--- config.mk ---
export PLATFORM = sky130hd
export DESIGN_NAME = mux_row_scheduler
export DESIGN_NICKNAME = d
export VERILOG_FILES = /design/src/rtl/mux_row_scheduler.sv
export SDC_FILE = /design/constraint.sdc
export NUM_CORES = 1
export LEC_CHECK = 0
export ABC_AREA = 0
export CAP_MARGIN = 20
export CORE_MARGIN = 4
export CORE_UTILIZATION = 43
export DETAILED_ROUTE_END_ITERATION = 8
export GPL_ROUTABILITY_DRIVEN = 0
export GPL_TIMING_DRIVEN = 0
export HOLD_SLACK_MARGIN = 0.08
export PLACE_DENSITY = 0.73
export SLEW_MARGIN = 20
export SYNTH_ARGS = -nofsm -noshare
export SYNTH_HDL_FRONTEND = slang
export SYNTH_SLANG_ARGS = --single-unit
--- constraint.sdc ---
create_clock -name CC_MUXSCHED_CLOCK_50 -period 3.15 [get_ports CC_MUXSCHED_CLOCK_50]
set_input_delay 0.315 -clock CC_MUXSCHED_CLOCK_50 [delete_from_list [all_inputs] [get_ports CC_MUXSCHED_CLOCK_50]]
set_output_delay 0.315 -clock CC_MUXSCHED_CLOCK_50 [all_outputs]
set_load 0.1 [all_outputs]
--- src/rtl/mux_row_scheduler.sv ---
// mux_row_scheduler: row-scan sequencer that steps the display-row mux and hands each row to the driver.
// Optional row masking is compiled in when MUXSCHED_ROWMASK_EN is defined.
module mux_row_scheduler #(
  parameter int NROWS    = 10,
  parameter int SEL_W    = 4,
  parameter int DATA_W   = 8,
  parameter int TICK_DIV = 5000
) (
  input  logic              CC_MUXSCHED_CLOCK_50,
  input  logic              CC_MUXSCHED_RESET_InLow,
  input  logic              enable_In,
  output logic [SEL_W-1:0]  select_OutBUS,
  input  logic [DATA_W-1:0] row_data_InBUS,
  output logic [DATA_W-1:0] row_data_OutBUS,
  output logic [SEL_W-1:0]  row_index_OutBUS,
  output logic              row_valid_Out,
  input  logic              row_ready_In,
  output logic              frame_done_Out,
`ifdef MUXSCHED_ROWMASK_EN
  input  logic [NROWS-1:0]  row_mask_InBUS,
`endif
  output logic              busy_Out
);

  localparam int CNT_W = $clog2(TICK_DIV + 1);
  localparam logic [SEL_W-1:0] LAST_ROW  = SEL_W'(NROWS - 1);
  localparam logic [CNT_W-1:0] HOLD_LOAD = CNT_W'(TICK_DIV - 1);

  typedef enum logic [1:0] {IDLE, SETTLE, PRESENT, WAIT} stateT;

  stateT             state, stateNext;
  logic [SEL_W-1:0]  selectQ, selectNext;
  logic [SEL_W-1:0]  indexQ, indexNext;
  logic [DATA_W-1:0] dataQ, dataNext;
  logic              validQ, validNext;
  logic              doneQ, doneNext;
  logic [CNT_W-1:0]  holdCount, holdCountNext;
  logic [SEL_W-1:0]  nextRow;
  logic              rowSkip;
  logic              lastRow;

`ifdef MUXSCHED_ROWMASK_EN
  assign rowSkip = row_mask_InBUS[selectQ];
`else
  assign rowSkip = 1'b0;
`endif

  assign lastRow = (selectQ == LAST_ROW);
  assign nextRow = lastRow ? '0 : selectQ + 1'b1;

  always_ff @(posedge CC_MUXSCHED_CLOCK_50 or negedge CC_MUXSCHED_RESET_InLow) begin
    if (!CC_MUXSCHED_RESET_InLow) begin
      state     <= IDLE;
      selectQ   <= '0;
      indexQ    <= '0;
      dataQ     <= '0;
      validQ    <= 1'b0;
      doneQ     <= 1'b0;
      holdCount <= '0;
    end else begin
      state     <= stateNext;
      selectQ   <= selectNext;
      indexQ    <= indexNext;
      dataQ     <= dataNext;
      validQ    <= validNext;
      doneQ     <= doneNext;
      holdCount <= holdCountNext;
    end
  end

  always_comb begin
    stateNext     = state;
    selectNext    = selectQ;
    indexNext     = indexQ;
    dataNext      = dataQ;
    validNext     = validQ;
    doneNext      = 1'b0;
    holdCountNext = holdCount;

    case (state)
      IDLE: begin
        selectNext = '0;
        validNext  = 1'b0;
        if (enable_In) stateNext = SETTLE;
      end

      SETTLE: begin
        // A masked row still consumes SETTLE + WAIT so scan timing stays uniform.
        if (rowSkip) begin
          selectNext    = nextRow;
          holdCountNext = HOLD_LOAD;
          doneNext      = lastRow;
          stateNext     = WAIT;
        end else begin
          dataNext  = row_data_InBUS;
          indexNext = selectQ;
          validNext = 1'b1;
          stateNext = PRESENT;
        end
      end

      PRESENT: begin
        if (validQ && row_ready_In) begin
          validNext     = 1'b0;
          selectNext    = nextRow;
          holdCountNext = HOLD_LOAD;
          doneNext      = lastRow;
          stateNext     = WAIT;
        end
      end

      WAIT: begin
        if (holdCount == '0) begin
          if (enable_In) begin
            stateNext = SETTLE;
          end else begin
            selectNext = '0;
            stateNext  = IDLE;
          end
        end else begin
          holdCountNext = holdCount - 1'b1;
        end
      end

      default: stateNext = IDLE;
    endcase
  end

  assign select_OutBUS    = selectQ;
  assign row_data_OutBUS  = dataQ;
  assign row_index_OutBUS = indexQ;
  assign row_valid_Out    = validQ;
  assign frame_done_Out   = doneQ;
  assign busy_Out         = (state != IDLE);

endmodule

==> results of run 1 <==
[cells by family (layout without fill, tap and decap cells)]
group | after synthesis | after routing | share of synthesized area (%)
flops | 33 | 33 | 47.65
buf+inv | 13 | 50 | 3.321
simple gates | 61 | 61 | 18.85
mux | 20 | 20 | 12.49
fa+ha+maj | 9 | 9 | 6.498
compound gates | 28 | 28 | 11.19
[worst max-delay path: cells and delay by family, from the launching register on]
| family | cells | cell delay, ps |
|---|---|---|
| adders and majority gates | 1 | 200 |
| buffers and inverters | 3 | 1300 |
| DFF | 1 | 390 |
[cell usage after synthesis, types with 3 or more instances]
cell type	count	share of area (%)
inv_1	9	1.9
o31ai_1	3	1.3
mux2_2	13	8.4
ha_1	9	6.5
nand2b_1	3	1.1
nand2_1	10	2.2
nor4_1	9	3.2
a21oi_1	8	2.3
mux2i_1	7	4.0
o21ai_0	6	1.7
dfrtp_1	33	48
nor2_1	12	2.6
or4_1	3	1.3
or3_1	4	1.4
nand3_1	10	2.9
[layer usage]
metal | track usage (%) | part of all wire [%] | up-vias
li1 | - | - | 673
met1 | 18.87 | 42 | 698
met2 | 26.43 | 49 | 46
met3 | 7.153 | 8.1 | 9
met4 | 5.846 | 1.4 | 0
met5 | 0 | 0 | -
[sequential cells by signal (all words and copies together) (netlist names)]
name and flops:
row_valid_Out 1, frame_done_Out 1, select_OutBUS 4, row_data_OutBUS 8, state 2, row_index_OutBUS 4
holdCount 13
[path summary, 6_finish.rpt]
| check | cells past startpoint | from | slack, ps | endpoint |
|---|---|---|---|---|
| max | 4 | state[0]$_DFFE_PN0P_ | 670 | busy_Out |
| min | 1 | CC_MUXSCHED_RESET_InLow | 90 | holdCount[2]$_DFFE_PN0P_ |
| max reg2reg | 6 | holdCount[0]$_DFFE_PN0P_ | 940 | state[1]$_DFFE_PN0P_ |
| min reg2reg | 1 | row_data_OutBUS[1]$_DFFE_PN0P_ | 500 | row_data_OutBUS[1]$_DFFE_PN0P_ |
| max in group asynchronous | 1 | CC_MUXSCHED_RESET_InLow | 2580 | row_index_OutBUS[2]$_DFFE_PN0P_ |
| min in group CC_MUXSCHED_CLOCK_50 | 1 | row_data_OutBUS[1]$_DFFE_PN0P_ | 500 | row_data_OutBUS[1]$_DFFE_PN0P_ |
[stage by stage]
stage	std cells	util (%)	hold WS, ps	worst slack (ps)	instance area (um2)
finish	249	57.66	90.15	666.7	2175
global route	249	57.66	154.8	578.7	2175
CTS	249	57.66	118.4	645.0	2175
detailed placement	242	55.37	429.7	956.1	2088
global placement	242	55.51	491.5	967.2	2093
floorplan	164	-	19.41	925.8	1733
[area by class of cell]
cell class,instances,area [um2]
fill,320,1597
multi-input combinational,118,849.6
sequential,33,825.8
timing repair buffer,30,295.3
clock buffer,7,86.33
tap,48,60.06
inverter,9,33.78
buffer,4,23.77
==> results.toml, run 1 <==
[run_status]
status = "finished clean"

[global_routing]
grt_pass1_wl_um = 6548
antenna_found_initial = 0
grtUsageTotal_pct = 16.21
grt_overflow_total = 0
grt_max_degree = 34
grt_pass1_vias = 1492

[route]
drt-wirelength-per-cell_um = 14.98
drt_iter0_markers = 85
wl_um = 3729
via_count = 1426
viasPerCell = 5.727
drc = 0
final_antenna_net_count = 0
drt-pass1-iter-count = 4

[cells_and_area]
final_nets = 222
areaGrowthSynthToFinish_pct = 25.49
final_layout_size_suffix_gt1_share_pct = 13.93
antenna_cells = 0
layout_commonest_cell = "dfrtp_1"
final_cell_mix = "33 x dfrtp_1, 29 x clkdlybuf4s50_1, 13 x mux2_2, 12 x nor2_1"

[critical_path]
start_kind = "flip-flop"
crit_fanout = 4
critPathCaptureType = "output pin"
crit_slowest_cell = "clkdlybuf4s50_1"
path_class = "flip-flop to output pin"
required_ps = 2830
max_stage_delay_ps = 1130
arrival_ps = 2170
cp_cell_sequence = "inv_1, ha_1, inv_1, clkdlybuf4s50_1"
cpMostUsedCell = "inv_1"

[floorplanning]
fp.dieW_um = 71.48
initial_core_util_pct = 45.95
core_um2 = 3771
row_count = 22
die_h_um = 71.48
ios = 31
dieArea_um2 = 5109

[clocking]
clk_latency_ps = 280
root_buffer = "clkbuf_8"
tritoncts = "built"
numCtsBuffers = 5
cts_setup_buffers = 0
cts_sinks = 33
htree_levels = 2
clk_path_buf_depth = 2
clk_pin_slew_worst_paths_ps = 70
cts_hold_buf = 0
cts_resized = 0

[synthesis]
synth-seq-area-share_pct = 47.65
async_reset_ff_share_pct = 100.0
synth_cells = 164
synth_edf_count = 0
yosys_warnings = 0
yosys_most_used_dff = "dfrtp_1"
synth.avg_cell_area_um2 = 10.57
synth_area_um2 = 1733
synth-seq-cells = 33
syn_nets = 185
synth_cell_type_count = 37

[place]
dpl.hpwl_um = 2739
port_buffers = 30

[sta]
hold_viol = 0
finalCriticalPeriod_ps = 2483
rsz0062_at_grt = "no"
worst_pin_slew_ps = 996.5
slew_headroom_pct = 33.36
fin_crit_sh_pct = 78.83
maxSlewViolCount = 0
max_freq_mhz = 402.7
fin_skew_ps = 7.625
final-setup-viol-count = 0
tns_ps = 0

[flow_run]
drv_cap = 0

[hold_path]
hold_class = "input pin to async pin"
Power of run 1 is not shown: default switching activity piles up to over one toggle a cycle in this logic, so the estimate is an artifact.
==> inputs of run 2 (changes only) <==
==> constraint.sdc (replaced) <==
create_clock -name CC_MUXSCHED_CLOCK_50 -period 2.4 [get_ports CC_MUXSCHED_CLOCK_50]
set_input_delay 0.24 -clock CC_MUXSCHED_CLOCK_50 [delete_from_list [all_inputs] [get_ports CC_MUXSCHED_CLOCK_50]]
set_output_delay 0.24 -clock CC_MUXSCHED_CLOCK_50 [all_outputs]
set_load 0.1 [all_outputs]
==> results.toml, run 2 (synthesized netlist as in run 1, its figures left out) <==
[hold_path]
min_to = "row_data_OutBUS[1]$_DFFE_PN0P_"
whs_path_depth = 1
worstHoldStart = "row_data_OutBUS[1]$_DFFE_PN0P_"
hold_class = "flip-flop to flip-flop"

[place]
dp_cells = 242
place_ws_ps = 217.7
dpl_cell_area_um2 = 2088
dpl.hpwl_um = 2739
port_buffers = 30

[cells_and_area]
antenna_cells = 0
layout_commonest_cell = "dfrtp_1"
largest_reg_flops = 13
final_layout_size_suffix_gt1_share_pct = 14.36
final_cell_mix = "33 x dfrtp_1, 28 x clkdlybuf4s50_1, 13 x mux2_2, 12 x nor2_1"
final_nets = 223
areaGrowthSynthToFinish_pct = 26.35
largest-register = "holdCount"
design_area_um2 = 2190
final_cells = 250

[route]
viasPerCell = 5.736
top_layer = "met4"
drt_iter0_markers = 100
met3WireLength_um = 318
m1WireLength_um = 1578
wl_um = 3774
met2_length_um = 1823
drt-wirelength-per-cell_um = 15.10
final_antenna_net_count = 0
via_count = 1434
drt-pass1-iter-count = 6
drc = 0

[critical_path]
crit_buf_inv = 2
worstRegToRegCells = 7
required_ps = 2600
cp_cell_sequence = "inv_1, ha_1, a21bo_2, clkbuf_1, nand3_1, nor4_1, mux2i_1"
ff2ff_setup_slack_ps = 140
path_delay_family = "simple AND/OR/NAND/NOR gates"
critPathCaptureType = "flip-flop"
crit_slowest_cell = "dfrtp_1"
max_stage_delay_ps = 390
r2r-start = "state[0]$_DFFE_PN0P_"
crit_fanout = 10
start_kind = "flip-flop"
rr_endpoint = "holdCount[11]$_DFFE_PN0P_"
arrival_ps = 2460
path_class = "flip-flop to flip-flop"

[clocking]
clk_path_buf_depth = 2
clk_latency_ps = 280
clk_pin_slew_worst_paths_ps = 60
htree_levels = 2
root_buffer = "clkbuf_8"
tritoncts = "built"
numCtsBuffers = 5
cts_sinks = 33

[sta]
fin_skew_ps = 5.671
final-setup-viol-count = 0
finalCriticalPeriod_ps = 2264
tns_ps = 0
slew_headroom_pct = 33.29
hold_viol = 0
worst_pin_slew_ps = 997.6
rsz0062_at_grt = "no"
fin_crit_sh_pct = 94.35
maxSlewViolCount = 0
setup_ws_ps = 135.6
max_freq_mhz = 441.6

[run_status]
status = "finished clean"

[floorplanning]
initial_core_util_pct = 45.95
row_count = 22
dieArea_um2 = 5109
fp.dieW_um = 71.48
die_h_um = 71.48
ios = 31
core_um2 = 3771

[global_routing]
grt_overflow_total = 0
antenna_found_initial = 0
grt_pass1_wl_um = 6575
grt_max_degree = 34
grtUsageTotal_pct = 16.27
grt_pass1_vias = 1500

[flow_run]
drv_cap = 0
[run 2: cell types whose count changed in the layout (fill, tap and decap cells not counted)]
cell,delta
clkdlybuf4s50_1,-1
nor4_2,+1
nor4_1,-1
dlygate4sd2_1,+1
dlygate4sd3_1,+1
[run 2: metrics by stage]
stage	hold slack [ps]	utilization [%]
after global placement	491.5	55.51
final	504.2	58.06
after floorplan	-55.59	-
after global routing	523.8	58.06
after detailed placement	354.7	55.37
after CTS	509.6	57.90
[run 2: worst max path at each step]
stage	startpoint	endpoint	slack (ps)	depth (start not counted)
3_5_place_dp	state[0]$_DFFE_PN0P_	holdCount[11]$_DFFE_PN0P_	220	7
4_1_cts	state[0]$_DFFE_PN0P_	holdCount[11]$_DFFE_PN0P_	180	7
2_1_floorplan	row_valid_Out$_DFFE_PN0P_	holdCount[11]$_DFFE_PN0P_	180	5
3_3_place_gp	state[0]$_DFFE_PN0P_	holdCount[11]$_DFFE_PN0P_	240	7
5_1_grt	holdCount[0]$_DFFE_PN0P_	state[1]$_DFFE_PN0P_	2	6
6_report	state[0]$_DFFE_PN0P_	holdCount[11]$_DFFE_PN0P_	140	7
[run 2: layout make-up]
cell class                      instances  area [um2]
Buffer                                  4       23.77
Clock buffer                            7       86.33
Fill cell                             319        1582
Inverter                                9       33.78
Multi-Input combinational cell        118       855.8
Sequential cell                        33       825.8
Tap cell                               48       60.06
Timing Repair Buffer                   31       304.0
[run 2: repair_timing]
action | 4_1_cts | 5_1_grt
hold endpoints to repair | 33 | 0
gates resized for setup | 1 | 1
pin swaps | 0 | 0
buffers inserted | 0 | 0
setup endpoints to repair | 1 | 1
hold buffers | 1 | 0
[run 2: routing by layer]
layer | up-vias | global-route usage (%)
li1 | 673 | -
met1 | 699 | 18.96
met2 | 52 | 26.63
met3 | 10 | 7.013
met4 | 0 | 5.846
met5 | - | 0
Power of run 2 is left out for the same reason.
==> inputs of run 3 (changes only) <==
--- a/config.mk
+++ b/config.mk
@@ -6,7 +6,7 @@
 export NUM_CORES = 1
 export LEC_CHECK = 0
 export ABC_AREA = 0
-export CAP_MARGIN = 20
+export CAP_MARGIN = 10
 export CORE_MARGIN = 4
 export CORE_UTILIZATION = 43
 export DETAILED_ROUTE_END_ITERATION = 8
==> results of run 3 <==
Final layout, timing and power as in run 2 (identical DEF).
Power of run 3 is left out for the same reason.
==> RTL change 1, RTL diff (flow settings as in run 2) <==
The option `MUXSCHED_ROWMASK_EN` is turned on by a define.
--- a/src/rtl/mux_row_scheduler.sv
+++ b/src/rtl/mux_row_scheduler.sv
@@ -1,5 +1,7 @@
 // mux_row_scheduler: row-scan sequencer that steps the display-row mux and hands each row to the driver.
 // Optional row masking is compiled in when MUXSCHED_ROWMASK_EN is defined.
+`define MUXSCHED_ROWMASK_EN
+
 module mux_row_scheduler #(
   parameter int NROWS    = 10,
   parameter int SEL_W    = 4,
Interface: changed (added row_mask_InBUS); port bits go from 31 to 41. The function was not compared with the original's and may differ.
==> RTL change 1 against run 2 <==
  * Worst setup slack lost 73 ps
  * Fmax down 3.1%
  * Area after synthesis increased by 11%
  * Design area grew 17%
  * Wire length is 20% higher
  * Sequential share of layout area down 5.1 points
  * Hold slack got worse by 160 ps
  * Utilization rose by 1.2 points
  * Non-clock buffer count grew 18
  * Sequential cell count did not move
  * Via count up 14%
  * Critical path type unchanged
  * Largest cell class unchanged
  * Highest routed layer unchanged
Power is left out: the tool's default activity adds up to more than one toggle a clock period on the data nets, which glitch-free logic cannot reach.
==> RTL change 1: results (changes against run 2) <==
* Sequential area share after synthesis at 43.1% (-4.5 points)
* # placed instances at 279 (+15%)
* Hold Crit Class: primary input to asynchronous set/reset pin
* Slew margin rel. at 33.8% (+0.48 points)
* Layout Cells excl Fill at 291 (+16%)
* Clock transition at path regs at 80 ps (+20 ps)
* Mapped Nets at 217 (+17%)
* Post-Route WL at 4.51 mm (+20%)
* Port buffer count at 40 (+33%)
* Max Clock Skew at 9.73 ps (+4.06 ps)
* Largest delay share family, worst path: compound AO/OA/AOI/OAI gates
* Fill count at 374 (+17%)
* Gr ovfl total at 0 (unchanged)
* Final Critical Period at 2340 ps (+72.6 ps)
* Flip-flop count of the largest register after layout at 13 (unchanged)
* Vias in the first global route at 1,616 (+7.7%)
* Final nets at 269 (+21%)
* Synth Instances at 186 (+13%)
* Vias per Instance at 5.60 (-2.3%)
* Fraction of layout instances using a drive strength above 1 at 18.0% (+3.6 points)
* First-pass DRT Iterations at 4 (-2)
* CTS Buf Count at 5 (unchanged)
* Die area at 5590 µm² (+9.3%)
* Ranking of synthesized cells by area: dfrtp_1 43%, mux2_2 8.2%, ha_1 5.9%
* R2r setup slk at 60 ps (-70 ps)
* Commonest cells post-synth: 33 x dfrtp_1, 14 x mux2_2, 12 x nor2_1
* Worst path slowest cell: dfrtp_4
* CP peak stage delay at 470 ps (+80 ps)
* First-pass GRT wire length at 7.49 mm (+14%)
* Outcome: complete, no violations
* Worst slack, placed at -24.0 ps (-242 ps)
* Largest net degree at the start of global routing at 25 (-26%)
* Library cells used by synthesis at 43 (+16%)
* Final HPWL DP at 3.29 mm (+20%)
* 1st-iter DRT viols at 137 (+37%)
* Arr. time, crit path at 2480 ps (+20 ps)
* Gr usage total at 17.6% (+1.3 points)
[RTL change 1: final timing paths]
kind / startpoint / end / depth (start not counted)
worst max-delay path: select_OutBUS[2]$_DFFE_PN0P_ / select_OutBUS[2]$_DFFE_PN0P_ / 8
worst min-delay path: CC_MUXSCHED_RESET_InLow / holdCount[9]$_DFFE_PN0P_ / 2
worst max register to register: select_OutBUS[2]$_DFFE_PN0P_ / select_OutBUS[2]$_DFFE_PN0P_ / 8
worst min register to register: holdCount[0]$_DFFE_PN0P_ / holdCount[0]$_DFFE_PN0P_ / 1
max in group asynchronous: CC_MUXSCHED_RESET_InLow / select_OutBUS[0]$_DFFE_PN0P_ / 3
min in group CC_MUXSCHED_CLOCK_50: holdCount[0]$_DFFE_PN0P_ / holdCount[0]$_DFFE_PN0P_ / 1
[RTL change 1: cells by family after synthesis]
kind of cell             Yosys count  share of synthesized area, %
AO/OA/AOI/OAI                     42                          15.7
adder cells (fa/ha/maj)            9                          5.88
buffers and inverters             18                          4.83
flip-flops                        33                          43.1
multiplexers                      19                          11.7
AND/OR/NAND/NOR                   65                          18.7
[RTL change 1: area by class of cell]
cell class	count	area share, %
multi-input cells	135	39.2
flip-flops and latches	33	32.6
repair buffers	46	17.7
clock buffers	5	2.69
well taps	52	2.54
plain buffers	7	2.00
clock inverters	3	1.81
inverters	10	1.46
[RTL change 1: routing by layer]
layer | vias to the layer above | track usage [%] | share of wire, %
li1 | 789 | - | -
met1 | 788 | 23.0 | 45
met2 | 51 | 27.4 | 48
met3 | 2 | 5.61 | 5.9
met4 | 0 | 6.52 | 0.86
met5 | - | 0 | 0
[RTL change 1: timing repair]
action	4_1_cts	5_1_grt
pin swaps	1	1
endpoints found under the setup margin	3	16
hold endpoints to repair	13	0
hold buffers	1	0
gates resized for setup	1	1
setup buffers	1	3
[RTL change 1: stage by stage]
step,setup TNS (ps),hold WS (ps),cell area [µm²],utilization (%)
after CTS,0,345,2540,58.7
after floorplan,0,-55.6,1930,-
final,0,342,2560,59.3
after global placement,-3.48,467,2390,55.3
after global routing,-204,368,2560,59.3
after detailed placement,-42.4,125,2410,55.6
==> RTL change 2, RTL diff (settings of run 2) <==
Without the edit above. The 4 states of `stateT` get a one-hot encoding in 4 bits.
--- a/src/rtl/mux_row_scheduler.sv
+++ b/src/rtl/mux_row_scheduler.sv
@@ -26,7 +26,7 @@
   localparam logic [SEL_W-1:0] LAST_ROW  = SEL_W'(NROWS - 1);
   localparam logic [CNT_W-1:0] HOLD_LOAD = CNT_W'(TICK_DIV - 1);
 
-  typedef enum logic [1:0] {IDLE, SETTLE, PRESENT, WAIT} stateT;
+  typedef enum logic [3:0] {IDLE = 4'b0001, SETTLE = 4'b0010, PRESENT = 4'b0100, WAIT = 4'b1000} stateT;
 
   stateT             state, stateNext;
   logic [SEL_W-1:0]  selectQ, selectNext;
Behaviour: no difference found for any inputs over 10 cycles, from zero or initial values and one cycle with CC_MUXSCHED_RESET_InLow low; not proved beyond that.
==> RTL change 2 against run 2 <==
  * The flow now finishes with violations (setup timing)
  * Worst setup slack got worse by 140 ps
  * Utilization grew 0.90 points
  * Synthesized cell count down 3.0%
  * Hold slack worse by 95 ps
  * Fmax down 5.8%
  * Clock skew is 1.9 ps lower
  * Wire length up 7.8%
  * Area after synthesis increased by 2.1%
  * Sequential cell count is 2 higher
  * Design area is 7.7% higher
  * Critical path type unchanged
  * Highest routed layer unchanged
==> RTL change 2: results (changes against run 2) <==
* Reg2reg path depth at 4 (-3)
* N_diodes at 0 (unchanged)
* Post-Route WL at 4.07 mm (+7.8%)
* Clock Tree Buf Depth at 2 (unchanged)
* Slew margin rel. at 33.4% (+0.073 points)
* Worst reg2reg path startpoint: holdCount[7]$_DFFE_PN0P_
* Library cells used by synthesis at 41 (+11%)
* Vias at 1,461 (+1.9%)
* Final nets at 215 (-3.6%)
* First-pass DRT Iterations at 4 (-2)
* Failing checks: setup timing
* Clk root buf: clkbuf_8
* CTS H-tree lvls at 2 (unchanged)
* Final worst-path setup slack at -4.17 ps (-140 ps)
* Final HPWL DP at 2.92 mm (+6.4%)
* CTS Buf Count at 5 (unchanged)
* Fraction of layout instances using a drive strength above 1 at 17.5% (+3.1 points)
* Lkg Pwr at 1.04 nW
* Setup_tns at -5.60 ps (-5.60 ps)
* Largest net degree at the start of global routing at 22 (-35%)
* Flip-flop count of the largest register after layout at 13 (unchanged)
* Antenna violations before repair at 0 (unchanged)
* Gr usage total at 16.8% (+0.57 points)
* Outcome: finished with violations
* Critical path launch point: holdCount[7]$_DFFE_PN0P_
* Clock transition at path regs at 70 ps
* Crit path max fanout at 6 (-4)
* Max Clock Skew at 3.74 ps (-1.93 ps)
* Post-synthesis xor/xnor area fraction at 0.495% (+0.50 points)
* Mapped Nets at 175 (-5.4%)
* Compound-Gate Fraction of Synth Area at 12.9% (+1.7 points)
* Sw Ratio at a little under half
* VDD IR-drop max at 0.896 mV
* Clk_lat worst skew at 290 ps
* Port buffer count at 30 (unchanged)
* Sequential area share after synthesis at 49.6% (+1.9 points)
* Ranking of synthesized cells by area: dfrtp_1 48%, mux2_1 5.1%, mux2_2 3.8%
* R2r endpoint: select_OutBUS[0]$_DFFE_PN0P_
* Mux contribution to synthesized area at 10.6% (-1.9 points)
* Arr. time, crit path at 2580 ps (+120 ps)
* Placed cell areas at 2150 µm² (+3.2%)
* Adder-Cell Fraction of Synth Area at 2.83% (-3.7 points)
* Commonest cells post-synth: 34 x dfrtp_1, 9 x nor2_1, 9 x nor4_1
* Asr flop ratio synth at 100% (unchanged)
* Most flops, register: holdCount
* 1st-iter DRT viols at 78 (-22%)
* First-pass GRT wire length at 6.86 mm (+4.3%)
* YS warnings at 0 (unchanged)
* Hold Crit Class: primary input to asynchronous set/reset pin
* Final setup vio count at 2 (+2)
* Crit. End Element: flop
==> RTL change 2: worst max-delay path, stage by stage (launching register included) <==
cell and delay [ps]:
dfrtp_1 410, or4_4 590, or4_4 570, a211oi_4 390
mux2_4 340
==> RTL change 2: worst min-delay path by stage <==
stage | endpoint | start | cells past startpoint | slack (ps)
after global routing | state[1]$_DFFE_PN0P_ | CC_MUXSCHED_RESET_InLow | 2 | 430
final | holdCount[2]$_DFFE_PN0P_ | CC_MUXSCHED_RESET_InLow | 2 | 410
after detailed placement | holdCount[3]$_DFFE_PN0P_ | CC_MUXSCHED_RESET_InLow | 1 | 190
after CTS | state[1]$_DFFE_PN0P_ | CC_MUXSCHED_RESET_InLow | 2 | 420
after floorplan | frame_done_Out$_DFF_PN0_ | CC_MUXSCHED_RESET_InLow | 0 | -60
after global placement | row_data_OutBUS[3]$_DFFE_PN0P_ | row_data_OutBUS[3]$_DFFE_PN0P_ | 1 | 470
==> RTL change 2: power groups by stage <==
stage | Clock [mW] | Combinational, mW | Sequential (mW)
detailed placement | 0 | 1.63 | 0.913
floorplan | 0 | 0.658 | 1.50
finish | 0.641 | 1.69 | 0.906
global route | 0.679 | 1.79 | 0.937
CTS | 0.651 | 1.63 | 0.903
global placement | 0 | 1.60 | 0.896
==> RTL change 2: timing repair <==
| item | CTS | global route |
|---|---|---|
| hold buffers | 1 | 0 |
| gates resized for setup | 6 | 10 |
| buffers inserted | 0 | 2 |
| setup endpoints to repair | 3 | 12 |
| hold endpoints to repair | 13 | 0 |
| pin swaps | 1 | 1 |
==> RTL change 2: area by class of cell <==
class	instances	area [µm²]
buffer	6	25.0
sequential	35	877
timing repair buffer	34	343
clock inverter	3	67.6
fill	304	1640
clock buffer	5	68.8
tap	50	62.6
inverter	7	26.3
multi-input combinational	110	888
==> RTL change 2: cells by family (layout without fill, tap and decap cells) <==
kind of cell             count (synthesis)  after routing
adder cells (fa/ha/maj)                  4              4
XOR/XNOR                                 1              1
AND/OR/NAND/NOR                         57             57
multiplexers                            17             17
AO/OA/AOI/OAI                           31             31
flip-flops                              35             35
buffers and inverters                   14             55
==> RTL change 2: per-stage QoR <==
step,setup WS (ps),cells
floorplan,136,159
global placement,-208,239
detailed placement,-259,240
CTS,10.7,249
global route,-44.2,250
finish,-4.17,250
==> RTL change 2: layer usage <==
layer	up-vias	track usage (%)	part of all wire, %
met4	0	3.97	0.66
met3	5	5.12	5.1
met5	-	0	0
met2	39	28.6	51
li1	689	-	-
met1	728	21.0	43
